`config.mk`:
```
export PLATFORM = sky130hd
export DESIGN_NAME = trap_controller
export DESIGN_NICKNAME = d
export VERILOG_FILES = /design/src/rtl/trap_pkg.sv /design/src/rtl/trap_controller_irq_sync.sv /design/src/rtl/trap_controller.sv
export SDC_FILE = /design/constraint.sdc
export NUM_CORES = 1
export LEC_CHECK = 0
export BUFFER_PORTS_ARGS = -buffer_cell sky130_fd_sc_hd__buf_4
export CORE_MARGIN = 2
export CORE_UTILIZATION = 35
export DETAILED_ROUTE_END_ITERATION = 16
export PLACE_DENSITY = 0.66
export REMOVE_ABC_BUFFERS = 1
export SLEW_MARGIN = 0
export SYNTH_ARGS = -nofsm -noshare
export SYNTH_HDL_FRONTEND = slang
export SYNTH_HIERARCHICAL = 1
export SYNTH_SLANG_ARGS = --single-unit
```
`constraint.sdc`:
```
create_clock -name clk -period 3.2 [get_ports clk]
set_input_delay 0.32 -clock clk [delete_from_list [all_inputs] [get_ports clk]]
set_output_delay 0.32 -clock clk [all_outputs]
set_load 0.01 [all_outputs]
```
`src/rtl/trap_pkg.sv`:
```
// Shared constants for the trap controller: exception codes, CSR addresses,
// controller state encoding and STATUS/CAUSE field positions.
package trap_pkg;

  localparam logic [4:0] EXC_IRQ   = 5'd0;
  localparam logic [4:0] EXC_DIV0  = 5'd7;
  localparam logic [4:0] EXC_SYS   = 5'd8;
  localparam logic [4:0] EXC_BRK   = 5'd9;
  localparam logic [4:0] EXC_UNDEF = 5'd10;
  localparam logic [4:0] EXC_OVF   = 5'd12;

  localparam logic [4:0] CSR_STATUS = 5'd12;
  localparam logic [4:0] CSR_CAUSE  = 5'd13;
  localparam logic [4:0] CSR_EPC    = 5'd14;

  typedef enum logic {
    ST_RUN     = 1'b0,
    ST_HANDLER = 1'b1
  } state_e;

  localparam int STATUS_IE     = 0;
  localparam int STATUS_EXL    = 1;
  localparam int STATUS_IM_LSB = 8;
  localparam int CAUSE_EXC_LSB = 2;
  localparam int CAUSE_IP_LSB  = 8;

  localparam logic [31:0] VEC_IRQ_OFS = 32'h0000_0200;

endpackage

```
`src/rtl/trap_controller_irq_sync.sv`:
```
// NUM_IRQ-wide, SYNC_STAGES-deep flop chain bringing the asynchronous
// interrupt lines into the clk domain.
module irq_sync #(
  parameter int NUM_IRQ     = 8,
  parameter int SYNC_STAGES = 2
) (
  input  logic               clk,
  input  logic               rst_n,
  input  logic [NUM_IRQ-1:0] irq_i,
  output logic [NUM_IRQ-1:0] irq_sync_o
);

  logic [NUM_IRQ-1:0] stage_q [SYNC_STAGES];

  always_ff @(posedge clk or negedge rst_n) begin
    if (!rst_n) begin
      for (int i = 0; i < SYNC_STAGES; i++) stage_q[i] <= '0;
    end else begin
      stage_q[0] <= irq_i;
      for (int i = 1; i < SYNC_STAGES; i++) stage_q[i] <= stage_q[i-1];
    end
  end

  assign irq_sync_o = stage_q[SYNC_STAGES-1];

endmodule

```
`src/rtl/trap_controller.sv`:
```
// CP0-style exception/interrupt controller: STATUS/CAUSE/EPC, trap and eret
// redirects. Define VECTORED_IRQ_EN to give each interrupt its own vector.
module trap_controller
  import trap_pkg::*;
#(
  parameter int               NUM_IRQ     = 8,
  parameter int               XLEN        = 32,
  parameter logic [XLEN-1:0]  VEC_BASE    = 32'h0000_0080,
  parameter int               SYNC_STAGES = 2
) (
  input  logic               clk,
  input  logic               rst_n,
  input  logic [NUM_IRQ-1:0] irq_i,
  input  logic               exc_undef_i,
  input  logic               exc_syscall_i,
  input  logic               exc_break_i,
  input  logic               exc_div0_i,
  input  logic               exc_overflow_i,
  input  logic               eret_i,
  input  logic [XLEN-1:0]    pc_i,
  input  logic [XLEN-1:0]    pc_plus4_i,
  input  logic               csr_we_i,
  input  logic [4:0]         csr_addr_i,
  input  logic [XLEN-1:0]    csr_wdata_i,
  output logic [XLEN-1:0]    csr_rdata_o,
  output logic               trap_taken_o,
  output logic [XLEN-1:0]    trap_vector_o,
  output logic               eret_taken_o,
  output logic [XLEN-1:0]    epc_out_o
);

  state_e             state_q;
  logic               ie_q;
  logic [NUM_IRQ-1:0] im_q;
  logic [NUM_IRQ-1:0] ip_q, ip_d;
  logic [4:0]         exccode_q;
  logic [XLEN-1:0]    epc_q;

  logic [NUM_IRQ-1:0] irq_sync;
  logic [NUM_IRQ-1:0] irq_pend;
  logic [NUM_IRQ-1:0] ip_clr;
  logic               sync_exc;
  logic               irq_req;
  logic [4:0]         exc_code;
  logic [4:0]         irq_idx;
  logic               status_we, cause_we, epc_we;

  irq_sync #(
    .NUM_IRQ    (NUM_IRQ),
    .SYNC_STAGES(SYNC_STAGES)
  ) u_irq_sync (
    .clk       (clk),
    .rst_n     (rst_n),
    .irq_i     (irq_i),
    .irq_sync_o(irq_sync)
  );

  assign status_we = csr_we_i && (csr_addr_i == CSR_STATUS);
  assign cause_we  = csr_we_i && (csr_addr_i == CSR_CAUSE);
  assign epc_we    = csr_we_i && (csr_addr_i == CSR_EPC);

  // W1C clear of pending bits; a newly synchronised request overrides the clear.
  assign ip_clr = cause_we ? csr_wdata_i[CAUSE_IP_LSB +: NUM_IRQ] : '0;
  assign ip_d   = (ip_q & ~ip_clr) | irq_sync;

  assign irq_pend = ip_q & im_q;
  assign sync_exc = exc_undef_i | exc_syscall_i | exc_break_i | exc_div0_i | exc_overflow_i;
  assign irq_req  = (state_q == ST_RUN) && ie_q && (|irq_pend);

  assign trap_taken_o = sync_exc | irq_req;
  assign eret_taken_o = eret_i && (state_q == ST_HANDLER) && !sync_exc;
  assign epc_out_o    = epc_q;

  always_comb begin
    exc_code = EXC_IRQ;
    if (exc_undef_i)         exc_code = EXC_UNDEF;
    else if (exc_syscall_i)  exc_code = EXC_SYS;
    else if (exc_break_i)    exc_code = EXC_BRK;
    else if (exc_div0_i)     exc_code = EXC_DIV0;
    else if (exc_overflow_i) exc_code = EXC_OVF;
  end

  // Scan downwards so the lowest pending index is the last one written.
  always_comb begin
    irq_idx = '0;
    for (int i = NUM_IRQ - 1; i >= 0; i--) begin
      if (irq_pend[i]) irq_idx = 5'(i);
    end
  end

`ifdef VECTORED_IRQ_EN
  always_comb begin
    trap_vector_o = VEC_BASE;
    if (!sync_exc && irq_req)
      trap_vector_o = VEC_BASE + XLEN'(VEC_IRQ_OFS) + XLEN'({irq_idx, 2'b00});
  end
`else
  assign trap_vector_o = VEC_BASE;
`endif

  always_comb begin
    csr_rdata_o = '0;
    case (csr_addr_i)
      CSR_STATUS: begin
        csr_rdata_o[STATUS_IE]                   = ie_q;
        csr_rdata_o[STATUS_EXL]                  = (state_q == ST_HANDLER);
        csr_rdata_o[STATUS_IM_LSB +: NUM_IRQ]    = im_q;
      end
      CSR_CAUSE: begin
        csr_rdata_o[CAUSE_EXC_LSB +: 5]          = exccode_q;
        csr_rdata_o[CAUSE_IP_LSB +: NUM_IRQ]     = ip_q;
      end
      CSR_EPC:   csr_rdata_o = epc_q;
      default:   csr_rdata_o = '0;
    endcase
  end

  // EXL is the state bit itself; later assignments give trap > eret > CSR write.
  always_ff @(posedge clk or negedge rst_n) begin
    if (!rst_n) begin
      state_q   <= ST_RUN;
      ie_q      <= 1'b0;
      im_q      <= '0;
      ip_q      <= '0;
      exccode_q <= EXC_IRQ;
      epc_q     <= '0;
    end else begin
      ip_q <= ip_d;
      if (status_we) begin
        ie_q    <= csr_wdata_i[STATUS_IE];
        im_q    <= csr_wdata_i[STATUS_IM_LSB +: NUM_IRQ];
        state_q <= csr_wdata_i[STATUS_EXL] ? ST_HANDLER : ST_RUN;
      end
      if (epc_we) epc_q <= csr_wdata_i;
      if (eret_taken_o) state_q <= ST_RUN;
      if (trap_taken_o) begin
        exccode_q <= exc_code;
        state_q   <= ST_HANDLER;
        if (state_q == ST_RUN) epc_q <= sync_exc ? pc_i : pc_plus4_i;
      end
    end
  end

endmodule

```
== Yosys cells after proc, flatten, opt, wreduce, memory -nomap -nowiden ==
Index checks and enable logic that the tools add are counted.
Cells by class
  eq/ne operators: 3
  muxes and demuxes: 19
  bitwise operators: 10
  reduce and logical (&&, ||, !) cells: 10
Operators with widths (number)
  $mux W32: 4
  $pmux W8 S3: 1
  $and A8 B8 Y8: 2
  $mux W16: 1
  $eq A5 B4 Y1 const B: 3
  $mux W4: 3
  $mux W5: 2
  $pmux W5 S2: 1
  $mux W8: 1
  $not A8 Y8: 1
  $or A8 B8 Y8: 1
  $reduce_or A8 Y1: 1
  $logic_and A1 B1 Y1: 7
  $mux W1: 5
  $or A1 B1 Y1: 5
  $pmux W2 S2: 1
  $reduce_bool A3 Y1: 1
  $logic_not A1 Y1: 1
  $not A1 Y1: 1
Storage, ports and cells
  register bits after elaboration: 71
  input bits: 118
  output and inout bits: 98
  word-level logic and storage cells: 50

== Longest topological paths before layout ==
  depth in word-level cells: 8
  mapped depth: 6
  depth with buffers taken out: 4

== Cells and area by module ==
Netlist, hierarchy kept.
By module, submodules not included
  trap_controller: instances 1, cells an instance 311, area each 3429.5 sq um, seq. area each 1351.3 sq um
  irq_sync: instances 1, cells an instance 24, area each 460.4 sq um, seq. area each 400.4 sq um

== Worst setup path before layout ==
No wires, ideal clock.
  kind: input -> register
  start: input exc_undef_i
  end: register epc_q[10] (netlist: epc_out_o[10])
  data arrival time: 1.780 ns
  setup slack: 1.341 ns
  cell stages on the path: 6
  path buffers: 2
  cells stage by stage: or3_1 -> or3_1 -> buf_6 -> a21oi_4 -> buf_8 -> mux2i_1
Between the ends
  cells in the longest elaborated chain, start to end: 7
  elaborated cells between the ends (all ways): 8
  those cells by class: mux: 3; bitwise: 5
RTL lines
  start, declared: line trap_controller.sv:14  | input logic exc_undef_i,
  $or A1 B1 Y1 * (4 in series): line trap_controller.sv:67  | assign sync_exc = exc_undef_i | exc_syscall_i | exc_break_i | exc_div0_i | exc_overflow_i;
  $mux W32 (2 in series): line trap_controller.sv:139  | if (state_q == ST_RUN) epc_q <= sync_exc ? pc_i : pc_plus4_i;
  $mux W32 *: line trap_controller.sv:136  | if (trap_taken_o) begin
  end signal, assigned: line trap_controller.sv:134  | if (epc_we) epc_q <= csr_wdata_i;
  end signal, assigned: line trap_controller.sv:139
  end, declared: line trap_controller.sv:37  | logic [XLEN-1:0] epc_q;
Mark *: on every way between the ends. The rest lies on a longest branch, timed or not.
A chain may end at the register's enable or synchronous reset.

== Worst setup path in the final report ==
  start: input exc_undef_i
  end: output eret_taken_o
Between the ends
  cells in the longest elaborated chain, start to end: 6
RTL lines
  $or A1 B1 Y1 (4 in series): line trap_controller.sv:67
  $logic_not A1 Y1: line trap_controller.sv:71  | assign eret_taken_o = eret_i && (state_q == ST_HANDLER) && !sync_exc;
  $logic_and A1 B1 Y1: line trap_controller.sv:71
  end, declared: line trap_controller.sv:28  | output logic eret_taken_o,
No other way between the ends.

==> results by group <==
Run status
  • Status: finished, final reports clean

Global routing
  • GRT Util Overall: about 18%
  • Total grt overflow: 0
  • Met3 Use GR: 4.68%
  • Initial antenna violation count: 0
  • Met1 Use GR: 21.5%
  • First-pass GRT wire length: 15.8 mm
  • Met2 Resource Use GR: 30.8%
  • Vias in the first global route: 3057
  • Largest net degree at the start of global routing: 71
  • GR peak layer: met2

CTS
  • Total CTS buffers: 9
  • Clk sink count: 70
  • Deepest clock path buffer count: 2
  • Root Driver: clkbuf_8
  • Cts repair resizes: 0
  • TritonCTS clock tree: done
  • Setup Fix Bufs, Post-CTS: 0
  • CTS H-tree lvls: 3
  • Worst-skew pair later-pin latency: approximately 0.34 ns
  • Post-CTS Hold Buffers: 0
  • Clk slew on worst S/H paths: 0.08 ns

STA
  • Relative slew margins: 40.1%
  • # setup viols final: 0
  • Final hold violations: 0
  • RSZ-0062 raised after global routing: no
  • Worst-margin pin slew: 0.898 ns
  • Fin crit period: 2.29 ns
  • Tcrit/Tclk final: between 70% and 80%
  • Hold slack: roughly 0.080 ns
  • Setup TNS: 0 ns
  • Slew Viols, Final: 0
  • Worst Skew: 0.00809 ns
  • Fmax: 0.437 GHz

Route
  • Total number of vias: between 3000 and 4000
  • Post-route antenna net violation count: 0
  • WL final: 10.7 mm
  • Vias/cell: 4.77
  • Initial drt markers: 107
  • DRC violations left: 0
  • 1st-pass router iterations: 4
  • Routed len/inst: 16.3 µm

Critical path
  • Crit-path max FO: 9
  • Setup crit end kind: primary output
  • CP max stage delay: 0.58 ns
  • Worst setup startpoint: exc_undef_i
  • Reg2reg start: ip_q[1]
  • Critical setup path kind: input pin to primary output
  • Crit path required time: 2.88 ns
  • Crit-path cells: buf_4, or3_1, or3_2, buf_4, nor2_1, buf_4
  • Arrival time at the worst endpoint: slightly below 2 ns
  • CP Launch Type: input pin
  • Buf/Inv on CP: 3
  • Slowest cell on the critical path: or3_2
  • CP top delay family: simple AND/OR/NAND/NOR gates
  • Most frequent CP cell: buf_4

Die
  • Width of the die: 109 µm
  • Rows: 38
  • Chip Height: 109 µm
  • Die area: 12000 µm²
  • Initial Util: 35.9%
  • Core box area: approximately 11000 µm²
  • Ports: 216

Synth
  • Top cells by count, synth: 107 x mux2i_1, 70 x dfrtp_1, 40 x buf_4
  • Post-synth EDFFs: 0
  • Synth Area in Adders: 0%
  • Post-synthesis compound-gate area fraction: 5.95%
  • Top cell type's share of synthesized area: 45.0%
  • FF+latch count, synth: 70
  • Xor/xnor share of the synthesized area: 0%
  • Mapped Area: between 3000 and 4000 µm²
  • Sequential cell area fraction in the yosys report: 45.0%
  • Fraction of synthesized area in multiplexers: 30.1%
  • Synth async-reset ratio: 100%
  • Ys flop type: dfrtp_1
  • Synth top area cells: dfrtp_1 45%, mux2i_1 28%, buf_4 7.7%
  • Yosys Warn Count: 6
  • Post-synthesis simple-gate area fraction: 7.49%
  • Synth area leader: dfrtp_1
  • Syn Area/Cell: about 12 µm²
  • Synth cell types: 32
  • Count leader, synth: mux2i_1
  • Mapped Cells: approximately 340
  • Largest family of logic cells by synthesized area: multiplexers

Pwr
  • Maximum VDD drop: roughly 0.23 mV
  • Total power draw: around 2.6 mW
  • PD cells: about 470 nW/µm²
  • NetSw: 0.676 mW
  • Int Pwr: ~1.9 mW
  • Static Leakage: 3.36 nW
  • Combinational group share of total power: 21.9%
  • Sequential power share: between 40% and 50%
  • Sw Share: 26.4%
  • Clk network pwr share: a little over a third

Hold path
  • Hold path startpoint: irq_i[6]
  • Worst Hold Class: input pin to register

Place
  • Port Buffers: 183
  • Placed Instance Area: approximately 5200 µm²
  • HPWL Detailed: just over 8 mm
  • GP Congestion: 0.777

Finish
  • Layout cells sized above 1: 42.8%
  • Filler cells: 995
  • Final core utilization: 50.5%
  • Fin area: 5480 µm²
  • Area grow syn2layout: 40.8%
  • Diodes inserted: 0
  • Nets: 627

Run
  • Max Cap Viol: 0
-- kinds of logic (layout without fill, tap and decap cells) --
kind of cell | count (synthesis) | after routing
muxes | 116 | 116
buffers and inverters | 63 | 212
AOI/OAI and AO/OA | 31 | 31
DFF | 70 | 70
and+or+nand+nor | 53 | 53
other | 2 | 32
-- state kept, by name, indices dropped and copies added (netlist names) --
| signal | flops |
|---|---|
| epc_out_o | 32 |
| exccode_q | 4 |
| ie_q | 1 |
| im_q | 8 |
| ip_q | 8 |
| state_q | 1 |
| u_irq_sync/irq_sync_o | 8 |
| u_irq_sync/stage_q | 8 |
-- worst paths after layout --
kind	endpoint	slack [ns]	cells after the start
worst max-delay path	eret_taken_o	0.91	6
worst min-delay path	u_irq_sync/stage_q[14]	0.08	1
worst max register to register	epc_out_o[27]	1.38	5
worst min register to register	u_irq_sync/irq_sync_o[0]	0.35	0
max in group asynchronous	epc_out_o[28]	2.51	1
min in group asynchronous	u_irq_sync/stage_q[13]	0.09	1
-- per-stage QoR --
step	std cells	setup slack, ns
global route	654	0.848
finish	654	0.911
floorplan	305	0.174
global placement	638	0.867
detailed placement	638	0.819
CTS	654	0.890
-- worst reg2reg max path, delay by kind of cell (launching register included) --
kind,cells,cell delay (ns)
AO/OA/AOI/OAI,3,0.70
multiplexers,1,0.25
flip-flops,1,0.41
buffers and inverters,1,0.38
-- per-layer routing --
layer  wire (µm)  part of all wire (%)
met3         810                   7.6
met4         122                   1.1
met1        4430                    41
met5           0                     0
met2        5320                    50
-- power by group through the flow --
stage	registers, mW	logic, mW	clock network (mW)
finish	1.10	0.562	0.905
global route	1.12	0.618	0.962
CTS	1.10	0.571	0.929
detailed placement	1.12	0.570	0
global placement	1.12	0.556	0
floorplan	1.14	0.196	0
-- final cells by class --
type | count | area, µm² | share of cell area (%)
clock buffers | 11 | 151 | 2.76
clock inverters | 5 | 104 | 1.90
inverters | 3 | 11.3 | 0.206
multi-input cells | 232 | 1820 | 33.3
flip-flops and latches | 70 | 1750 | 32.0
well taps | 140 | 175 | 3.20
repair buffers | 193 | 1460 | 26.7
-- layout by cell type (no fill, tap or decap), drive strengths merged, types with 3 or more instances in the layout --
cell type	Yosys	layout
buf	51	193
mux2i	107	107
dfrtp	70	70
conb	2	32
and3	18	18
clkbuf	9	11
nand2	9	9
o21ai	9	9
a21o	9	9
nand3	9	9
mux2	9	9
nor2	7	7
a22o	4	4
a22oi	4	4
inv	3	4
bufinv	0	3
Power figures use the tool's default switching activity.
